[config.mk]
export PLATFORM = sky130hd
export DESIGN_NAME = ptw_request_arbiter_flat
export DESIGN_NICKNAME = d
export VERILOG_FILES = /design/src/rtl/ptw_request_arbiter_pkg.sv /design/src/rtl/ptw_request_arbiter_if.sv /design/src/rtl/ptw_request_arbiter_grant_select.sv /design/src/rtl/ptw_request_arbiter.sv /design/src/flat_wrapper.sv
export SDC_FILE = /design/constraint.sdc
export NUM_CORES = 1
export LEC_CHECK = 0
export CORE_MARGIN = 2
export CORE_UTILIZATION = 39
export CTS_CLUSTER_DIAMETER = 60
export DETAILED_ROUTE_END_ITERATION = 7
export HOLD_SLACK_MARGIN = 0.12
export PLACE_DENSITY = 0.81
export SYNTH_ARGS = -nofsm -noshare
export SYNTH_HDL_FRONTEND = slang
export SYNTH_SLANG_ARGS = --single-unit
[constraint.sdc]
create_clock -name clk -period 1.7 [get_ports clk]
set_input_delay 0.34 -clock clk [delete_from_list [all_inputs] [get_ports clk]]
set_output_delay 0.34 -clock clk [all_outputs]
set_load 0.1 [all_outputs]
[src/rtl/ptw_request_arbiter_pkg.sv]
// Shared types for the PTW request arbiter: FSM states, owner encoding and bus widths.
package ptw_request_arbiter_pkg;

   localparam int VADDR_W = 32;

   typedef enum logic [1:0] {
      IDLE,
      ISSUE,
      WAIT
   } ptw_arb_state_t;

   typedef enum logic {
      OWNER_DTLB,
      OWNER_ITLB
   } ptw_owner_t;

endpackage

[src/rtl/ptw_request_arbiter_if.sv]
// TLB-side and PTW-side handshake bundle of the PTW request arbiter.
// slave = arbiter view, master = environment (TLBs + PTW) view.
interface ptw_request_arbiter_if;
   import ptw_request_arbiter_pkg::*;

   logic               itlb_req;
   logic [VADDR_W-1:0] itlb_vaddr;
   logic               dtlb_req;
   logic [VADDR_W-1:0] dtlb_vaddr;
   logic               dtlb_rnw;

   logic               ptw_req;
   logic [VADDR_W-1:0] ptw_vaddr;
   logic               ptw_rnw;
   logic               ptw_execute;
   logic               ptw_ack;
   logic               ptw_done;
   logic               ptw_is_fault;

   logic               itlb_write_entry;
   logic               itlb_is_fault;
   logic               dtlb_write_entry;
   logic               dtlb_is_fault;

   modport slave (
      input  itlb_req, itlb_vaddr, dtlb_req, dtlb_vaddr, dtlb_rnw,
      input  ptw_ack, ptw_done, ptw_is_fault,
      output ptw_req, ptw_vaddr, ptw_rnw, ptw_execute,
      output itlb_write_entry, itlb_is_fault, dtlb_write_entry, dtlb_is_fault
   );

   modport master (
      output itlb_req, itlb_vaddr, dtlb_req, dtlb_vaddr, dtlb_rnw,
      output ptw_ack, ptw_done, ptw_is_fault,
      input  ptw_req, ptw_vaddr, ptw_rnw, ptw_execute,
      input  itlb_write_entry, itlb_is_fault, dtlb_write_entry, dtlb_is_fault
   );

endinterface

[src/rtl/ptw_request_arbiter_grant_select.sv]
// Combinational winner selection (DTLB-first with ITLB starvation guard) and
// the starve counter value to commit if this grant is taken.
module ptw_request_arbiter_grant_select
   import ptw_request_arbiter_pkg::*;
#(
   parameter int STARVE_LIMIT = 4,
   parameter int STARVE_W     = $clog2(STARVE_LIMIT + 1)
) (
   input  logic                itlb_req,
   input  logic                dtlb_req,
   input  logic [STARVE_W-1:0] starve_cnt,
   output logic                grant_valid,
   output ptw_owner_t          grant_owner,
   output logic [STARVE_W-1:0] starve_cnt_next
);

   logic starved;
   assign starved = (starve_cnt == STARVE_W'(STARVE_LIMIT));

   // NOTE: every output gets a default before the branches so no path leaves
   // a value unassigned, which would otherwise infer a latch.
   always_comb begin
      grant_valid     = itlb_req | dtlb_req;
      grant_owner     = OWNER_DTLB;
      starve_cnt_next = starve_cnt;
      if (itlb_req && (!dtlb_req || starved)) begin
         grant_owner     = OWNER_ITLB;
         starve_cnt_next = '0;
      end else if (dtlb_req && itlb_req) begin
         // Cannot overflow: at the limit the branch above forces ITLB.
         starve_cnt_next = starve_cnt + STARVE_W'(1);
      end
   end

endmodule

[src/rtl/ptw_request_arbiter.sv]
// Shares one page-table walker between ITLB and DTLB; one walk outstanding at a time.
// Optional statistics counters are built when PTW_ARB_STATS_EN is defined.
module ptw_request_arbiter
   import ptw_request_arbiter_pkg::*;
#(
   parameter int STARVE_LIMIT = 4
`ifdef PTW_ARB_STATS_EN
   ,
   parameter int CNT_W        = 32
`endif
) (
   input  logic                   clk,
   input  logic                   rst_n,
   input  logic                   sfence_valid,
   ptw_request_arbiter_if.slave   bus
`ifdef PTW_ARB_STATS_EN
   ,
   output logic [CNT_W-1:0]       stat_walks_i,
   output logic [CNT_W-1:0]       stat_walks_d,
   output logic [CNT_W-1:0]       stat_wait_cycles
`endif
);

   localparam int STARVE_W = $clog2(STARVE_LIMIT + 1);

   ptw_arb_state_t     state, state_next;
   ptw_owner_t         owner;
   logic [VADDR_W-1:0] vaddr_q;
   logic               rnw_q;
   logic [STARVE_W-1:0] starve_cnt, starve_cnt_next, sel_starve_next;
   logic               abort, abort_next;
   logic               latch_grant;
   logic               sel_valid;
   ptw_owner_t         sel_owner;
   logic               owner_req;
   logic               walk_ok;

   ptw_request_arbiter_grant_select #(
      .STARVE_LIMIT (STARVE_LIMIT),
      .STARVE_W     (STARVE_W)
   ) u_grant_select (
      .itlb_req        (bus.itlb_req),
      .dtlb_req        (bus.dtlb_req),
      .starve_cnt      (starve_cnt),
      .grant_valid     (sel_valid),
      .grant_owner     (sel_owner),
      .starve_cnt_next (sel_starve_next)
   );

   assign owner_req = (owner == OWNER_ITLB) ? bus.itlb_req : bus.dtlb_req;

   always_comb begin
      state_next      = state;
      abort_next      = abort;
      starve_cnt_next = starve_cnt;
      latch_grant     = 1'b0;
      case (state)
         IDLE: begin
            if (!sfence_valid && sel_valid) begin
               latch_grant     = 1'b1;
               starve_cnt_next = sel_starve_next;
               state_next      = ISSUE;
            end
         end
         ISSUE: begin
            // Once the PTW has accepted, the walk must be drained even if
            // cancelled in the same cycle, so ack takes priority over abort.
            if (bus.ptw_ack) begin
               state_next = WAIT;
               abort_next = sfence_valid | ~owner_req;
            end else if (sfence_valid || !owner_req) begin
               state_next = IDLE;
            end
         end
         WAIT: begin
            if (bus.ptw_done) begin
               state_next = IDLE;
               abort_next = 1'b0;
            end else if (sfence_valid || !owner_req) begin
               abort_next = 1'b1;
            end
         end
         default: state_next = IDLE;
      endcase
   end

   // NOTE: state registers use non-blocking assignments so every flop samples
   // the pre-edge values regardless of statement order.
   always_ff @(posedge clk or negedge rst_n) begin
      if (!rst_n) begin
         state      <= IDLE;
         owner      <= OWNER_DTLB;
         vaddr_q    <= '0;
         rnw_q      <= 1'b0;
         starve_cnt <= '0;
         abort      <= 1'b0;
      end else begin
         state      <= state_next;
         starve_cnt <= starve_cnt_next;
         abort      <= abort_next;
         if (latch_grant) begin
            owner   <= sel_owner;
            vaddr_q <= (sel_owner == OWNER_ITLB) ? bus.itlb_vaddr : bus.dtlb_vaddr;
            rnw_q   <= (sel_owner == OWNER_ITLB) ? 1'b1 : bus.dtlb_rnw;
         end
      end
   end

   assign bus.ptw_req     = (state == ISSUE);
   assign bus.ptw_vaddr   = vaddr_q;
   assign bus.ptw_rnw     = rnw_q;
   assign bus.ptw_execute = (owner == OWNER_ITLB);

   // Abort only reflects earlier cycles, so a same-cycle sfence still delivers.
   assign walk_ok = (state == WAIT) && bus.ptw_done && !abort;

   assign bus.itlb_write_entry = walk_ok && (owner == OWNER_ITLB) && !bus.ptw_is_fault;
   assign bus.itlb_is_fault    = walk_ok && (owner == OWNER_ITLB) &&  bus.ptw_is_fault;
   assign bus.dtlb_write_entry = walk_ok && (owner == OWNER_DTLB) && !bus.ptw_is_fault;
   assign bus.dtlb_is_fault    = walk_ok && (owner == OWNER_DTLB) &&  bus.ptw_is_fault;

`ifdef PTW_ARB_STATS_EN
   logic i_waiting, d_waiting;

   // A requester waits when it is neither being granted now nor owns the walk.
   assign i_waiting = bus.itlb_req
                    && !(latch_grant && sel_owner == OWNER_ITLB)
                    && !(state != IDLE && owner == OWNER_ITLB);
   assign d_waiting = bus.dtlb_req
                    && !(latch_grant && sel_owner == OWNER_DTLB)
                    && !(state != IDLE && owner == OWNER_DTLB);

   always_ff @(posedge clk or negedge rst_n) begin
      if (!rst_n) begin
         stat_walks_i     <= '0;
         stat_walks_d     <= '0;
         stat_wait_cycles <= '0;
      end else begin
         if (walk_ok && owner == OWNER_ITLB) stat_walks_i <= stat_walks_i + 1'b1;
         if (walk_ok && owner == OWNER_DTLB) stat_walks_d <= stat_walks_d + 1'b1;
         if (i_waiting || d_waiting)         stat_wait_cycles <= stat_wait_cycles + 1'b1;
      end
   end
`endif

   done_only_in_wait_a: assert property (@(posedge clk) disable iff (!rst_n)
      bus.ptw_done |-> state == WAIT);
   ack_only_in_issue_a: assert property (@(posedge clk) disable iff (!rst_n)
      bus.ptw_ack |-> state == ISSUE);

endmodule

[src/flat_wrapper.sv]
// flat-port wrapper written by rule: the top's interface ports become plain ports
module ptw_request_arbiter_flat import ptw_request_arbiter_pkg::*;
#(
   parameter int STARVE_LIMIT = 4

)
  (clk, rst_n, sfence_valid, bus_itlb_req, bus_itlb_vaddr, bus_dtlb_req, bus_dtlb_vaddr, bus_dtlb_rnw, bus_ptw_ack, bus_ptw_done, bus_ptw_is_fault, bus_ptw_req, bus_ptw_vaddr, bus_ptw_rnw, bus_ptw_execute, bus_itlb_write_entry, bus_itlb_is_fault, bus_dtlb_write_entry, bus_dtlb_is_fault);
  ptw_request_arbiter_if bus_i ();
  input  logic clk;
  input  logic rst_n;
  input  logic sfence_valid;
  input wire logic [$bits(bus_i.itlb_req)-1:0] bus_itlb_req;
  input wire logic [$bits(bus_i.itlb_vaddr)-1:0] bus_itlb_vaddr;
  input wire logic [$bits(bus_i.dtlb_req)-1:0] bus_dtlb_req;
  input wire logic [$bits(bus_i.dtlb_vaddr)-1:0] bus_dtlb_vaddr;
  input wire logic [$bits(bus_i.dtlb_rnw)-1:0] bus_dtlb_rnw;
  input wire logic [$bits(bus_i.ptw_ack)-1:0] bus_ptw_ack;
  input wire logic [$bits(bus_i.ptw_done)-1:0] bus_ptw_done;
  input wire logic [$bits(bus_i.ptw_is_fault)-1:0] bus_ptw_is_fault;
  output wire logic [$bits(bus_i.ptw_req)-1:0] bus_ptw_req;
  output wire logic [$bits(bus_i.ptw_vaddr)-1:0] bus_ptw_vaddr;
  output wire logic [$bits(bus_i.ptw_rnw)-1:0] bus_ptw_rnw;
  output wire logic [$bits(bus_i.ptw_execute)-1:0] bus_ptw_execute;
  output wire logic [$bits(bus_i.itlb_write_entry)-1:0] bus_itlb_write_entry;
  output wire logic [$bits(bus_i.itlb_is_fault)-1:0] bus_itlb_is_fault;
  output wire logic [$bits(bus_i.dtlb_write_entry)-1:0] bus_dtlb_write_entry;
  output wire logic [$bits(bus_i.dtlb_is_fault)-1:0] bus_dtlb_is_fault;
  assign bus_i.itlb_req = bus_itlb_req;
  assign bus_i.itlb_vaddr = bus_itlb_vaddr;
  assign bus_i.dtlb_req = bus_dtlb_req;
  assign bus_i.dtlb_vaddr = bus_dtlb_vaddr;
  assign bus_i.dtlb_rnw = bus_dtlb_rnw;
  assign bus_i.ptw_ack = bus_ptw_ack;
  assign bus_i.ptw_done = bus_ptw_done;
  assign bus_i.ptw_is_fault = bus_ptw_is_fault;
  assign bus_ptw_req = bus_i.ptw_req;
  assign bus_ptw_vaddr = bus_i.ptw_vaddr;
  assign bus_ptw_rnw = bus_i.ptw_rnw;
  assign bus_ptw_execute = bus_i.ptw_execute;
  assign bus_itlb_write_entry = bus_i.itlb_write_entry;
  assign bus_itlb_is_fault = bus_i.itlb_is_fault;
  assign bus_dtlb_write_entry = bus_i.dtlb_write_entry;
  assign bus_dtlb_is_fault = bus_i.dtlb_is_fault;
  ptw_request_arbiter #(.STARVE_LIMIT(STARVE_LIMIT)) u_core (.clk(clk), .rst_n(rst_n), .sfence_valid(sfence_valid), .bus(bus_i));
endmodule
; ---- After elaboration in Yosys (flattened, before gate mapping)
; Index checks and enable logic that the tools add are counted.
[word_totals]
ff_bits = 40
input_bits = 73
out_inout_bits = 39
word_cells = 60
[classes]
add_sub_neg = 1
eq_ne = 8
muxes = 17
bitwise_logic = 4
reduce_logical = 24
[op_table]
columns = op, count
row1 = 32-bit two-way mux, 1
row2 = 1-bit logical AND, 11
row3 = 3-bit AND reduction, 3
row4 = 1-bit two-way mux, 8
row5 = 2-bit two-way mux, 4
row6 = 3-bit two-way mux, 2
row7 = 3-bit by 2-bit != test with 1-bit output (second input constant), 2
row8 = 2-bit one-hot mux with 3 select lines, 1
row9 = 1-bit logical NOT, 5
row10 = 2-bit != test (second input constant), 2
row11 = 2-bit nonzero test, 2
row12 = 3-bit by 1-bit adder with 3-bit output (second input constant), 1
row13 = 3-bit equality test (second input constant), 1
row14 = 2-bit by 1-bit equality test with 1-bit output (second input constant), 1
row15 = 2-bit equality test (second input constant), 1
row16 = 2-bit logical NOT, 1
row17 = 1-bit logical OR, 2
row18 = 2-bit by 1-bit != test with 1-bit output (second input constant), 1
row19 = 1-bit inverter, 2
row20 = 1-bit OR, 2
row21 = 1-bit one-hot mux with 2 select lines, 1

; ---- Longest topological paths before layout
[depth]
word_depth = 6
ltp_mapped = 7
mapped_depth_nobuf = 6

; ---- Cells and area by module
; A second synthesis with hierarchy kept.
[unflattened]
cells_unflattened = 192
hier_area_um2 = 2047.0
[by_module_without_submodules]
columns = mod, n_inst, cells_each, area_each_um2, seq_area_each_um2
row1 = ptw_request_arbiter, 1, 176, 1934.4, 1001.0
row2 = ptw_request_arbiter_grant_select, 1, 16, 112.6, 0.0

; ---- Worst setup path after synthesis
; OpenSTA, ideal clock, no wires.
[synth_timing]
path_type = register to output
startpoint = register u_core.owner, in the netlist u_core.bus.ptw_execute
endpoint = output port bus_itlb_write_entry
t_arrival_ns = 4.149
required_time_ns = 1.360
path_slack_ns = -2.789
stages_incl_launch_ff = 2
n_path_buf = 0
path_cell_list = dfrtp_1 > nor4b_1
[synth_between]
elab_chain_cells = 2
[synth_lines]
columns = element, line
row1 = from (decl), ptw_request_arbiter.sv:27  ; ptw_owner_t owner;
row2 = from (signal assigned), ptw_request_arbiter.sv:102  ; owner <= sel_owner;
row3 = 1-bit logical AND (2 in a row), ptw_request_arbiter.sv:117  ; assign bus.itlb_write_entry = walk_ok && (owner == OWNER_ITLB) && !bus.ptw_is_fault;
row4 = to (decl), flat_wrapper.sv:24  ; output wire logic [$bits(bus_i.itlb_write_entry)-1:0] bus_itlb_write_entry;
; Every way passes these cells.

; ---- Worst setup path after layout
[layout_timing]
startpoint = register u_core.state[0]
endpoint = output port bus_itlb_is_fault
[layout_between]
elab_chain_cells = 5
[layout_lines]
columns = element, line
row1 = from (decl), ptw_request_arbiter.sv:26  ; ptw_arb_state_t state, state_next;
row2 = from (signal assigned), ptw_request_arbiter.sv:98  ; state <= state_next;
row3 = 2-bit equality test, ptw_request_arbiter.sv:115  ; assign walk_ok = (state == WAIT) && bus.ptw_done && !abort;
row4 = 1-bit logical AND (2 in a row), ptw_request_arbiter.sv:115
row5 = 1-bit logical AND (2 in a row), ptw_request_arbiter.sv:118  ; assign bus.itlb_is_fault = walk_ok && (owner == OWNER_ITLB) && bus.ptw_is_fault;
row6 = to (decl), flat_wrapper.sv:25  ; output wire logic [$bits(bus_i.itlb_is_fault)-1:0] bus_itlb_is_fault;
; Every way passes these cells.

==> results.yml <==
sta:
  fin_tns_setup_ns: -0.8488
  hold_viol: 0
  maxSlewViolCount: 0
  fmaxAchievable_mhz: 518.0
  rsz0062_at_grt: "yes"
  relSlewSlack: 0.7174
  setup_ws_ns: -0.2306
  tightest_slew_ns: 0.4239
  post-route-min-period_ns: 1.931
  finClkSkew_ns: 0.01091
  fin_crit_sh: 1.136
  setup_violations: 4
drt:
  dr.first_iter.drc_count: 59
  via_count: 1896
  drtPass1Iterations: 6
  wl_per_cell_um: 13.83
  ant_nets: 0
  drcViolationCount: 0
  routed_wl_um: 5450
  vias_per_cell: 4.812
logic_synthesis:
  ys_ff_latch: 40
  avgSynthCellArea_um2: 10.44
  synth_top_area_frac: 0.4893
  syn_inst: 196
  netlist_area_mm2: 0.002046
  ys_top_cells_by_count: "40 x dfrtp_1, 38 x o21ai_1, 37 x nand2_1, 33 x mux2i_1, 7 x inv_1"
  synth_area_leader_cell: "dfrtp_1"
  ys_types: 30
  synth_edf_count: 0
  yosys_warnings: 0
  synth_most_common_cell: "dfrtp_1"
  synthFlopType: "dfrtp_1"
  ys_seq_area_frac: 0.4893
  async_flop_share: 1.000
  syn_nets: 275
  synthTopCellsByArea: "dfrtp_1 49%, mux2i_1 16%, o21ai_1 9.3%"
global_routing:
  antenna_found_initial: 0
  grt_max_degree: 41
  grt.overflow.total: 0
  grt_pass1_vias: 2047
  grt_pass1_wl_um: 9494
  groute.usage.overall: 0.2011
power_and_ir_drop:
  p_total_w: 0.008946
  power.density_mw_per_mm2: 2244
  power_frac_seq: 0.216
  switchingPower_w: 0.004696
  swShare: 0.5250
  power_frac_comb: 0.684
  ir_drop_uv: 1467
  p_leak_nw: 1.872
  clkPwrFrac: 0.100
  internal_power_w: 0.004250
cts:
  cts_tree: "yes"
  numCtsBuffers: 5
  root_buffer: "clkbuf_8"
  cts.clk_slew.worst_paths_ns: 0.08
  htreeDepth: 2
  cts_buffer_depth: 2
  clock_latency_ns: 0.28
  cts.sinks: 40
floorplan:
  die_h_um: 76.43
  start_util: 0.4031
  ioPinCount: 112
  fp.dieArea_mm2: 0.005841
  coreArea_mm2: 0.005075
  die_width_um: 76.43
  placementRows: 26
critical_path:
  endpoint: "bus_itlb_is_fault"
  cp_max_fo: 5
  timing.rr.start: "u_core.state[1]"
  rrSetupSlack_ns: 0.02
  worst_ep_arrival_time_ns: 1.59
  crit_type: "reg -> out"
  crit_start: "u_core.state[0]"
  ff2ff_path_depth: 7
  cp-start-kind: "flip-flop"
  worst_ep_required_time_ns: 1.36
  endpoint_kind: "output pin"
  rr_endpoint: "u_core.state[0]"
placement:
  io_buffers: 111
  routabilityCongestion: 0.7179
  placed_area_mm2: 0.003809
  dp_cells: 381
  place_hpwl_um: 4307
cells_and_area:
  fillerInstances: 337
  layout-drive-gt1-share: 0.2438
  fin_cells: 394
  area_growth_pct: 94.86
  diodes: 0
  fin_area_mm2: 0.003986
  nets: 403
run:
  drv_cap: 0
status:
  violations: "negative setup slack"
  status: "finished, violations left"
worst_hold_path:
  min_path_type: "reg -> reg"
## stage by stage
stage,setup WS [ns],util,hold WS (ns)
3_5_place_dp,-0.2293,0.7505,0.3085
6_report,-0.2306,0.7855,0.5087
2_1_floorplan,-0.4550,-,0.04441
5_1_grt,-0.2786,0.7855,0.5327
4_1_cts,-0.2083,0.7840,0.5099
3_3_place_gp,-0.1964,0.7505,0.2924
## how the worst min path moves through the flow
stage	slack, ns	depth (start not counted)	startpoint	to
global placement	0.29	1	rst_n	u_core.abort
CTS	0.51	1	u_core.starve_cnt[0]	u_core.starve_cnt[0]
detailed placement	0.31	1	rst_n	u_core.abort
floorplan	0.04	0	rst_n	u_core.abort
global route	0.53	1	u_core.starve_cnt[0]	u_core.starve_cnt[0]
finish	0.51	1	u_core.starve_cnt[0]	u_core.starve_cnt[0]
## critical path: stages (launching register included)
cell	delay, ns
dfrtp_1	0.40
inv_2	0.09
ha_4	0.16
nand2_8	0.08
nor4bb_4	0.36
buf_12	0.22
## power by group through the flow
stage	Clock [W]	Sequential, W	Combinational [W]
2_1_floorplan	0	0.00447	0.00110
3_3_place_gp	0	0.00193	0.00599
3_5_place_dp	0	0.00196	0.00607
4_1_cts	0.000929	0.00194	0.00614
5_1_grt	0.000957	0.00200	0.00637
6_report	0.000895	0.00193	0.00612
## logic make-up after synthesis
logic type	synth area share
AO/OA/AOI/OAI	0.1382
adder cells (fa/ha/maj)	0.03670
buffers and inverters	0.05811
flip-flops	0.4893
multiplexers	0.1670
AND/OR/NAND/NOR	0.1107
## per-layer routing
layer	vias to the layer above	global-route usage	wire [um]	share of wire
li1	930	-	-	-
met1	881	0.2245	1972	0.36
met2	72	0.3628	2955	0.54
met3	13	0.06872	439	0.081
met4	0	0.05636	82	0.015
met5	-	0	0	0
## placed cells by master, fill, tap and decap left out, types with 2 or more instances in the layout
cell type,count
clkdlybuf4s50_1,69
buf_12,44
dfrtp_1,39
o21ai_1,38
nand2_1,36
mux2i_1,33
buf_4,13
inv_1,6
clkbuf_8,5
ha_1,4
nor4b_4,2
nand3_1,2
o31ai_1,2
nand2b_1,2
nor2_1,2
bufinv_16,2
dlygate4sd2_1,2
## final cells by class
type / instances / area [um2] / share of cell area
Multi-Input combinational cell: 139 / 1026 / 0.2574
Clock buffer: 5 / 68.82 / 0.01726
Inverter: 7 / 26.28 / 0.006591
Timing Repair Buffer: 131 / 1713 / 0.4297
Tap cell: 70 / 87.58 / 0.02197
Clock inverter: 2 / 60.06 / 0.01507
Sequential cell: 40 / 1005 / 0.2520
## what timing repair did
action	in CTS	in global routing
setup endpoints to repair	5	6
pin swaps	2	2
endpoints found under the hold margin	15	0
hold buffers	1	0
resized for setup	3	0
buffers inserted	4	1
## sequential cells by signal (all words and copies together), names as in the netlist
signal,flops
u_core.bus.ptw_vaddr,32
u_core.bus.ptw_execute,1
u_core.bus.ptw_rnw,1
u_core.starve_cnt,3
u_core.state,2
u_core.abort,1
Power figures use the tool's default switching activity.
